## config.mk

```make
export PLATFORM = sky130hd
export DESIGN_NAME = power_seq_arb16
export DESIGN_NICKNAME = d
export VERILOG_FILES = /design/src/rtl/power_seq_arb16.sv
export SDC_FILE = /design/constraint.sdc
export NUM_CORES = 1
export LEC_CHECK = 0
export ABC_AREA = 1
export BUFFER_PORTS_ARGS = -buffer_cell sky130_fd_sc_hd__buf_2
export CORE_ASPECT_RATIO = 0.7
export CORE_MARGIN = 3
export CORE_UTILIZATION = 55
export CTS_CLUSTER_SIZE = 16
export DETAILED_ROUTE_END_ITERATION = 10
export PLACE_DENSITY = 0.8
export REMOVE_ABC_BUFFERS = 1
export SLEW_MARGIN = 20
export SYNTH_ARGS = -nofsm -noshare
export SYNTH_HDL_FRONTEND = slang
export SYNTH_SLANG_ARGS = --single-unit
```

## constraint.sdc

```tcl
create_clock -name pclk16 -period 7.8 [get_ports pclk16]
set_input_delay 0.39 -clock pclk16 [delete_from_list [all_inputs] [get_ports pclk16]]
set_output_delay 0.39 -clock pclk16 [all_outputs]
set_load 0.005 [all_outputs]
```

## src/rtl/power_seq_arb16.sv

```systemverilog
// Power shut-off sequencer: round-robin scheduler letting one domain enter/exit PSO at a time.
// Optional handshake timeout and sticky err flags enabled by defining PSO_TIMEOUT_EN.
module power_seq_arb16 #(
  parameter int unsigned NUM_DOM        = 4,
  parameter int unsigned ENTRY_SETTLE   = 5,
  parameter int unsigned GAP_CYCLES     = 4,
  parameter int unsigned TIMEOUT_CYCLES = 63
) (
  input  logic               pclk16,
  input  logic               nprst16,
  input  logic [NUM_DOM-1:0] sw_pso_req,
  input  logic [NUM_DOM-1:0] set_status_module,
  input  logic [NUM_DOM-1:0] clr_status_module,
  input  logic               err_clr,
  output logic [NUM_DOM-1:0] l1_module_req,
  output logic [NUM_DOM-1:0] pso_status,
  output logic               busy,
  output logic [2:0]         cur_dom,
  output logic [NUM_DOM-1:0] err
);

  localparam logic [2:0] S_IDLE         = 3'd0;
  localparam logic [2:0] S_ENTER_WAIT   = 3'd1;
  localparam logic [2:0] S_ENTER_SETTLE = 3'd2;
  localparam logic [2:0] S_EXIT_WAIT    = 3'd3;
  localparam logic [2:0] S_GAP          = 3'd4;

  localparam int unsigned CMAX_A = (ENTRY_SETTLE > GAP_CYCLES) ? ENTRY_SETTLE : GAP_CYCLES;
  localparam int unsigned CMAX   = (CMAX_A > TIMEOUT_CYCLES) ? CMAX_A : TIMEOUT_CYCLES;
  localparam int unsigned CW     = $clog2(CMAX + 1) + 1;

  logic [2:0]         state_q, state_d;
  logic [2:0]         cur_q, cur_d;
  logic [2:0]         ptr_q, ptr_d;
  logic [CW-1:0]      cnt_q, cnt_d;
  logic [NUM_DOM-1:0] l1_q, l1_d;
  logic [NUM_DOM-1:0] stat_q, stat_d;

  logic [NUM_DOM-1:0] entry_pend, exit_pend, cand;
  logic [NUM_DOM-1:0] cur_oh, gnt_oh;
  logic [2:0]         grant, ptr_next;
  logic               found, set_cur, clr_cur, done;

`ifdef PSO_TIMEOUT_EN
  logic [NUM_DOM-1:0] err_q, err_d;
  logic               wait_expired;
  assign err          = err_q;
  assign wait_expired = (cnt_q + CW'(1)) >= CW'(TIMEOUT_CYCLES);
`else
  logic unused_err_clr;
  assign err            = '0;
  assign unused_err_clr = err_clr;
`endif

  assign entry_pend = sw_pso_req & ~l1_q & ~err;
  assign exit_pend  = ~sw_pso_req & l1_q & stat_q & ~err;
  assign cand       = entry_pend | exit_pend;

  // Round-robin scan starting at ptr_q, wrapping at NUM_DOM (not a power of two in general).
  always_comb begin : arb
    logic [3:0] idx;
    logic [7:0] cand8;
    cand8 = '0;
    cand8[NUM_DOM-1:0] = cand;
    idx   = '0;
    found = 1'b0;
    grant = '0;
    for (int unsigned k = 0; k < NUM_DOM; k++) begin
      idx = {1'b0, ptr_q} + 4'(k);
      if (idx >= 4'(NUM_DOM)) idx = idx - 4'(NUM_DOM);
      if (!found && cand8[idx[2:0]]) begin
        found = 1'b1;
        grant = idx[2:0];
      end
    end
  end

  always_comb begin
    for (int unsigned i = 0; i < NUM_DOM; i++) begin
      cur_oh[i] = (cur_q == 3'(i));
      gnt_oh[i] = (grant == 3'(i));
    end
  end

  assign ptr_next = (grant == 3'(NUM_DOM - 1)) ? 3'd0 : grant + 3'd1;
  assign set_cur  = |(set_status_module & cur_oh);
  assign clr_cur  = |(clr_status_module & cur_oh);

  always_comb begin
    state_d = state_q;
    cur_d   = cur_q;
    ptr_d   = ptr_q;
    cnt_d   = cnt_q;
    l1_d    = l1_q;
    stat_d  = stat_q;
    done    = 1'b0;
`ifdef PSO_TIMEOUT_EN
    err_d   = err_clr ? '0 : err_q;
`endif
    case (state_q)
      S_IDLE: begin
        if (found) begin
          cur_d = grant;
          ptr_d = ptr_next;
          cnt_d = '0;
          if (|(gnt_oh & entry_pend)) begin
            l1_d    = l1_q | gnt_oh;
            state_d = S_ENTER_WAIT;
          end else begin
            l1_d    = l1_q & ~gnt_oh;
            state_d = S_EXIT_WAIT;
          end
        end
      end
      S_ENTER_WAIT: begin
        if (set_cur) begin
          cnt_d   = CW'(ENTRY_SETTLE);
          state_d = S_ENTER_SETTLE;
        end
`ifdef PSO_TIMEOUT_EN
        else if (wait_expired) begin
          err_d = err_d | cur_oh;
          l1_d  = l1_q & ~cur_oh;
          done  = 1'b1;
        end else begin
          cnt_d = cnt_q + CW'(1);
        end
`endif
      end
      S_ENTER_SETTLE: begin
        // Status asserts on the edge the counter would reach zero.
        if (cnt_q <= CW'(1)) begin
          stat_d = stat_q | cur_oh;
          done   = 1'b1;
        end else begin
          cnt_d = cnt_q - CW'(1);
        end
      end
      S_EXIT_WAIT: begin
        if (clr_cur) begin
          stat_d = stat_q & ~cur_oh;
          done   = 1'b1;
        end
`ifdef PSO_TIMEOUT_EN
        else if (wait_expired) begin
          err_d = err_d | cur_oh;
          done  = 1'b1;
        end else begin
          cnt_d = cnt_q + CW'(1);
        end
`endif
      end
      S_GAP: begin
        if (cnt_q <= CW'(1)) begin
          state_d = S_IDLE;
          cur_d   = '0;
        end else begin
          cnt_d = cnt_q - CW'(1);
        end
      end
      default: begin
        state_d = S_IDLE;
        cur_d   = '0;
      end
    endcase
    if (done) begin
      if (GAP_CYCLES == 0) begin
        state_d = S_IDLE;
        cur_d   = '0;
      end else begin
        state_d = S_GAP;
        cnt_d   = CW'(GAP_CYCLES);
      end
    end
  end

  always_ff @(posedge pclk16 or negedge nprst16) begin
    if (!nprst16) begin
      state_q <= S_IDLE;
      cur_q   <= '0;
      ptr_q   <= '0;
      cnt_q   <= '0;
      l1_q    <= '0;
      stat_q  <= '0;
`ifdef PSO_TIMEOUT_EN
      err_q   <= '0;
`endif
    end else begin
      state_q <= state_d;
      cur_q   <= cur_d;
      ptr_q   <= ptr_d;
      cnt_q   <= cnt_d;
      l1_q    <= l1_d;
      stat_q  <= stat_d;
`ifdef PSO_TIMEOUT_EN
      err_q   <= err_d;
`endif
    end
  end

  assign l1_module_req = l1_q;
  assign pso_status    = stat_q;
  assign busy          = (state_q != S_IDLE);
  assign cur_dom       = cur_q;

endmodule
```

* Word-level counts from Yosys, hierarchy flattened
Cells that the tools add are included. W data, S select, Z words.
Word-level totals: register bits 24, output and inout bits 16, input bits 15, word-level logic and storage cells 123
Operators by class: magnitude comparators 9, bitwise gates (word level) 16, equality and inequality tests 19, multiplexer cells 41, $add $sub $neg 9, reduce and logical (&&, ||, !) cells 23
Operators with widths (number):
- $mux W3 | 14
- $and A4 B4 Y4 | 8
- $mux W7 | 4
- $pmux W7 S3 | 1
- $eq A3 B2 Y1 const B | 6
- $lt A3 B4 Y1 const B | 4
- $not A4 Y4 | 4
- $bmux W1 S3 | 4
- $ge A4 B3 Y1 const B | 3
- $mux W4 | 3
- $ne A3 B3 Y1 const B | 4
- $or A4 B4 Y4 | 3
- $pmux W3 S4 | 1
- $reduce_or A4 Y1 | 3
- $sub A3 B3 Y3 const B | 4
- $mux W1 | 10
- $eq A3 B1 Y1 const B | 3
- $logic_not A3 Y1 | 3
- $pmux W3 S3 | 1
- $add A3 B2 Y4 const B | 2
- $ne A2 B2 Y1 const B | 4
- $pmux W4 S2 | 1
- $reduce_and A4 Y1 | 2
- $le A7 B1 Y1 const B | 1
- other kinds (18) | 24

* Logic depth before layout (Yosys ltp)
word-level depth 23, depth in mapped cells 19, gate-level depth less buffers 19

* Least setup slack after synthesis
Ideal clock, no wire load.
kind reg-to-reg, start point register ptr_q[0], end point register state_q[1], stages on the path, launching flop included 19, arrival time 2.404 ns, library setup time 0.066 ns, slack 5.330 ns, period minus slack after synthesis 2.470 ns, buffers on the path 1, data required time 7.734 ns, cells stage by stage dfrtp_1 -> buf_6 -> inv_6 -> ha_1 -> inv_1 -> nand2_1 -> nand3_2 -> a21oi_1 -> or2_1 -> nand2_2 -> inv_1 -> ha_1 -> inv_1 -> o22ai_1 -> inv_1 -> o221ai_1 -> o21ai_0 -> nand4_1 -> nand2_1
On the way: longest elaborated chain between the ends 21, elaborated cells on any way between the ends 49, those cells by class add/sub (7); order compare (4); eq/ne (4); mux (24); bitwise (1); reduce/logical (9)
Ends and longest elaborated chain:
- start, declared | RTL line 34 | logic [2:0] ptr_q, ptr_d;
- start signal, assigned | RTL line 191 | ptr_q <= ptr_d;
- branches (longest 21 deep; another with $add A3 B1 Y4)
- end signal, assigned | RTL line 189 | state_q <= state_d;
- end, declared | RTL line 32 | logic [2:0] state_q, state_d;
Several ways; the timed one is not identified. The select of a mux whose other input is x is not followed. A chain may end at the register's enable or synchronous reset.

* Worst setup path in the final report
Ends and elaborated chain as after synthesis.

==> flow_summary.toml <==
[outcome]
status = "finished, final reports clean"

[setup_path]
cp_num_buf_inv = 5
rr_worst_depth = 18
crit_arrival_ns = 3.23
worstPathCellList = "inv_6, ha_1, inv_1, nand2_1, nand3_2, nand4_2, nand2_1, nand2_1, nand2_2, inv_1, ha_1, inv_1, o22ai_1, inv_1, o221ai_1, o21ai_0, nand4_1, nand2_1"
slowest_delay_ns = 0.62
slowest_stage = "dfrtp_1"
cp.depth = 18
startpoint_type = "flop"
end_kind = "flop"
critical_path_class = "reg -> reg"
cp.required_ns = 8.01
crit_family = "simple AND/OR/NAND/NOR gates"
cp_max_fo = 10

[layout]
final_nets = 307
area_growth_syn_to_layout_pct = 10.4
diodes = 0
final_util_pct = 64.4
drive_gt1_share_pct = 26.6
instances_no_fill = 329

[global_routing]
grt_remaining_overflow = 0
grt_pass1_wl_microns = 6290
grt_pass1_vias = 1429
antenna_found_initial = 0
grt_util_all_layers_pct = 19.9
grt_max_degree = 25

[power]
ir_drop_mv = 0.0733
power.density_nw_per_um2 = 97.8
power.total_mw = 0.202
p_leak_nw = 1.05

[routing]
num_vias = 1679
drt_iter0_markers = 102
avgRoutedWirePerCell_microns = 11.9
viasPerCell = 5.10
finalWirelength_microns = 3930
drtAntennaViolNets = 0
drc_errors = 0
drtPass1Iterations = 4

[synthesis]
synthArstFlopShare_pct = 100
syn_area_sq_um = 1870
synth_edf_count = 0
ys_seq_elements = 24
yosysTopAreaCell = "dfrtp_1"
synth_area_leaders = "dfrtp_1 32%, nand2_1 13%, ha_1 5.3%"
netlist.area_leader.share_pct = 32.1
avgSynthCellArea_sq_um = 7.32
netlist-cell-type-count = 36
ys_seq_area_share_pct = 32.1
synth_cells = 256
synthTopCellsByCount = "65 x nand2_1, 25 x inv_1, 24 x dfrtp_1, 19 x nand3_1, 17 x inv_2"
synth_warnings = 0
synth_flop_cell = "dfrtp_1"
synth.most_common_cell = "nand2_1"

[place]
port-buffer-count = 25
place.gp.congestion = 0.847
dp_hpwl_microns = 3130
dp.cells = 326
post-place-ws_ns = 4.82

[floorplan]
start_util_pct = 58.3
die_w_microns = 75.8
coreArea_sq_um = 3210
chipHeight_microns = 54.8
io_pins = 31
dieArea_sq_um = 4150
row_count = 17

[cts]
cts_hold_repair.buffers = 0
clk_pin_slew_ns = 0.08
postCtsSetupBuffers = 0
cts_max_path_buffers = 2
cts-buffers-inserted = 3
cts_root_buf = "clkbuf_8"
clock_sinks = 24
h-tree-depth = 1
cts_resized = 0
insertion_delay_ns = 0.26
cts_tree = "yes"

[timing]
slew_headroom_pct = 62.8
period_share_pct = 38.7
setup_viol = 0
max_freq_mhz = 331
skew_ns = 0.00574
hold_viol = 0
tns_ns = 0
min_period_ns = 3.02
max_slew.worst_pin.slew_ns = 0.558
rsz0062_at_grt = "false"
final.setup.worst_slack_ns = 4.78
slew_violations = 0

[job]
cap_viol_max_count = 0

[hold_path]
hold_path_class = "in -> async"
[cells in the final DEF, fill, tap and decap left out, types with 2 or more instances in the layout]
master,netlist,layout
o21ai_0,13,13
nor2_2,5,5
nand3_4,2,2
inv_1,25,25
buf_2,0,25
nand2_1,65,65
dfrtp_1,24,24
inv_2,17,17
nor2_1,15,15
nor3_1,7,7
nand3_1,19,19
ha_1,8,8
nand2_2,4,4
nand4_1,11,11
o21ai_1,5,5
nand3_2,7,7
a21oi_1,3,3
xor2_1,3,3
nor2_4,2,2
conb_1,1,4
clkbuf_8,0,3
[path summary, 6_finish.rpt]
path / start / slack [ns] / endpoint
max reg2reg: ptr_q[0] / 4.78 / state_q[1]
max in group asynchronous: nprst16 / 7.32 / cnt_q[5]
min in group pclk16: cnt_q[4] / 0.53 / cnt_q[4]
min: nprst16 / 0.11 / asynchronous set/reset pin
max: ptr_q[0] / 4.78 / state_q[1]
min reg2reg: cnt_q[4] / 0.53 / cnt_q[4]
[stage by stage]
stage | instance area [sq um] | hold slack (ns)
after floorplan | 1840 | 0.0944
after global placement | 2030 | 0.401
after detailed placement | 2030 | 0.412
after CTS | 2070 | 0.123
after global routing | 2070 | 0.133
final | 2070 | 0.106
[where the power goes]
group,switching [mW],total (mW),internal [mW]
Combinational,0.00453,0.00702,0.00250
Sequential,0,0.124,0.124
Clock,0.0365,0.0710,0.0345
Total,0.0410,0.202,0.161
[area by class of cell]
class | instances | area, sq um
Fill cell | 283 | 1140
Inverter | 43 | 166
Clock buffer | 3 | 41.3
Tap cell | 47 | 58.8
Timing Repair Buffer | 25 | 125
Sequential cell | 24 | 601
Multi-Input combinational cell | 187 | 1080
[cells by family after synthesis]
group,synth area share (%)
AO/OA/AOI/OAI,8.55
XOR/XNOR,1.87
adder cells (fa/ha/maj),5.34
buffers and inverters,11.1
flip-flops,32.1
other,0.200
AND/OR/NAND/NOR,40.9
[per-layer routing]
metal	up-vias	GRT usage [%]	share of wire [%]	routed length, microns
met2	51	31.1	43	1700
met3	2	3.85	5.6	220
li1	877	-	-	-
met4	0	1.74	0.25	10
met5	-	0	0	0
met1	749	29.5	51	2000
Power figures use the tool's default switching activity.
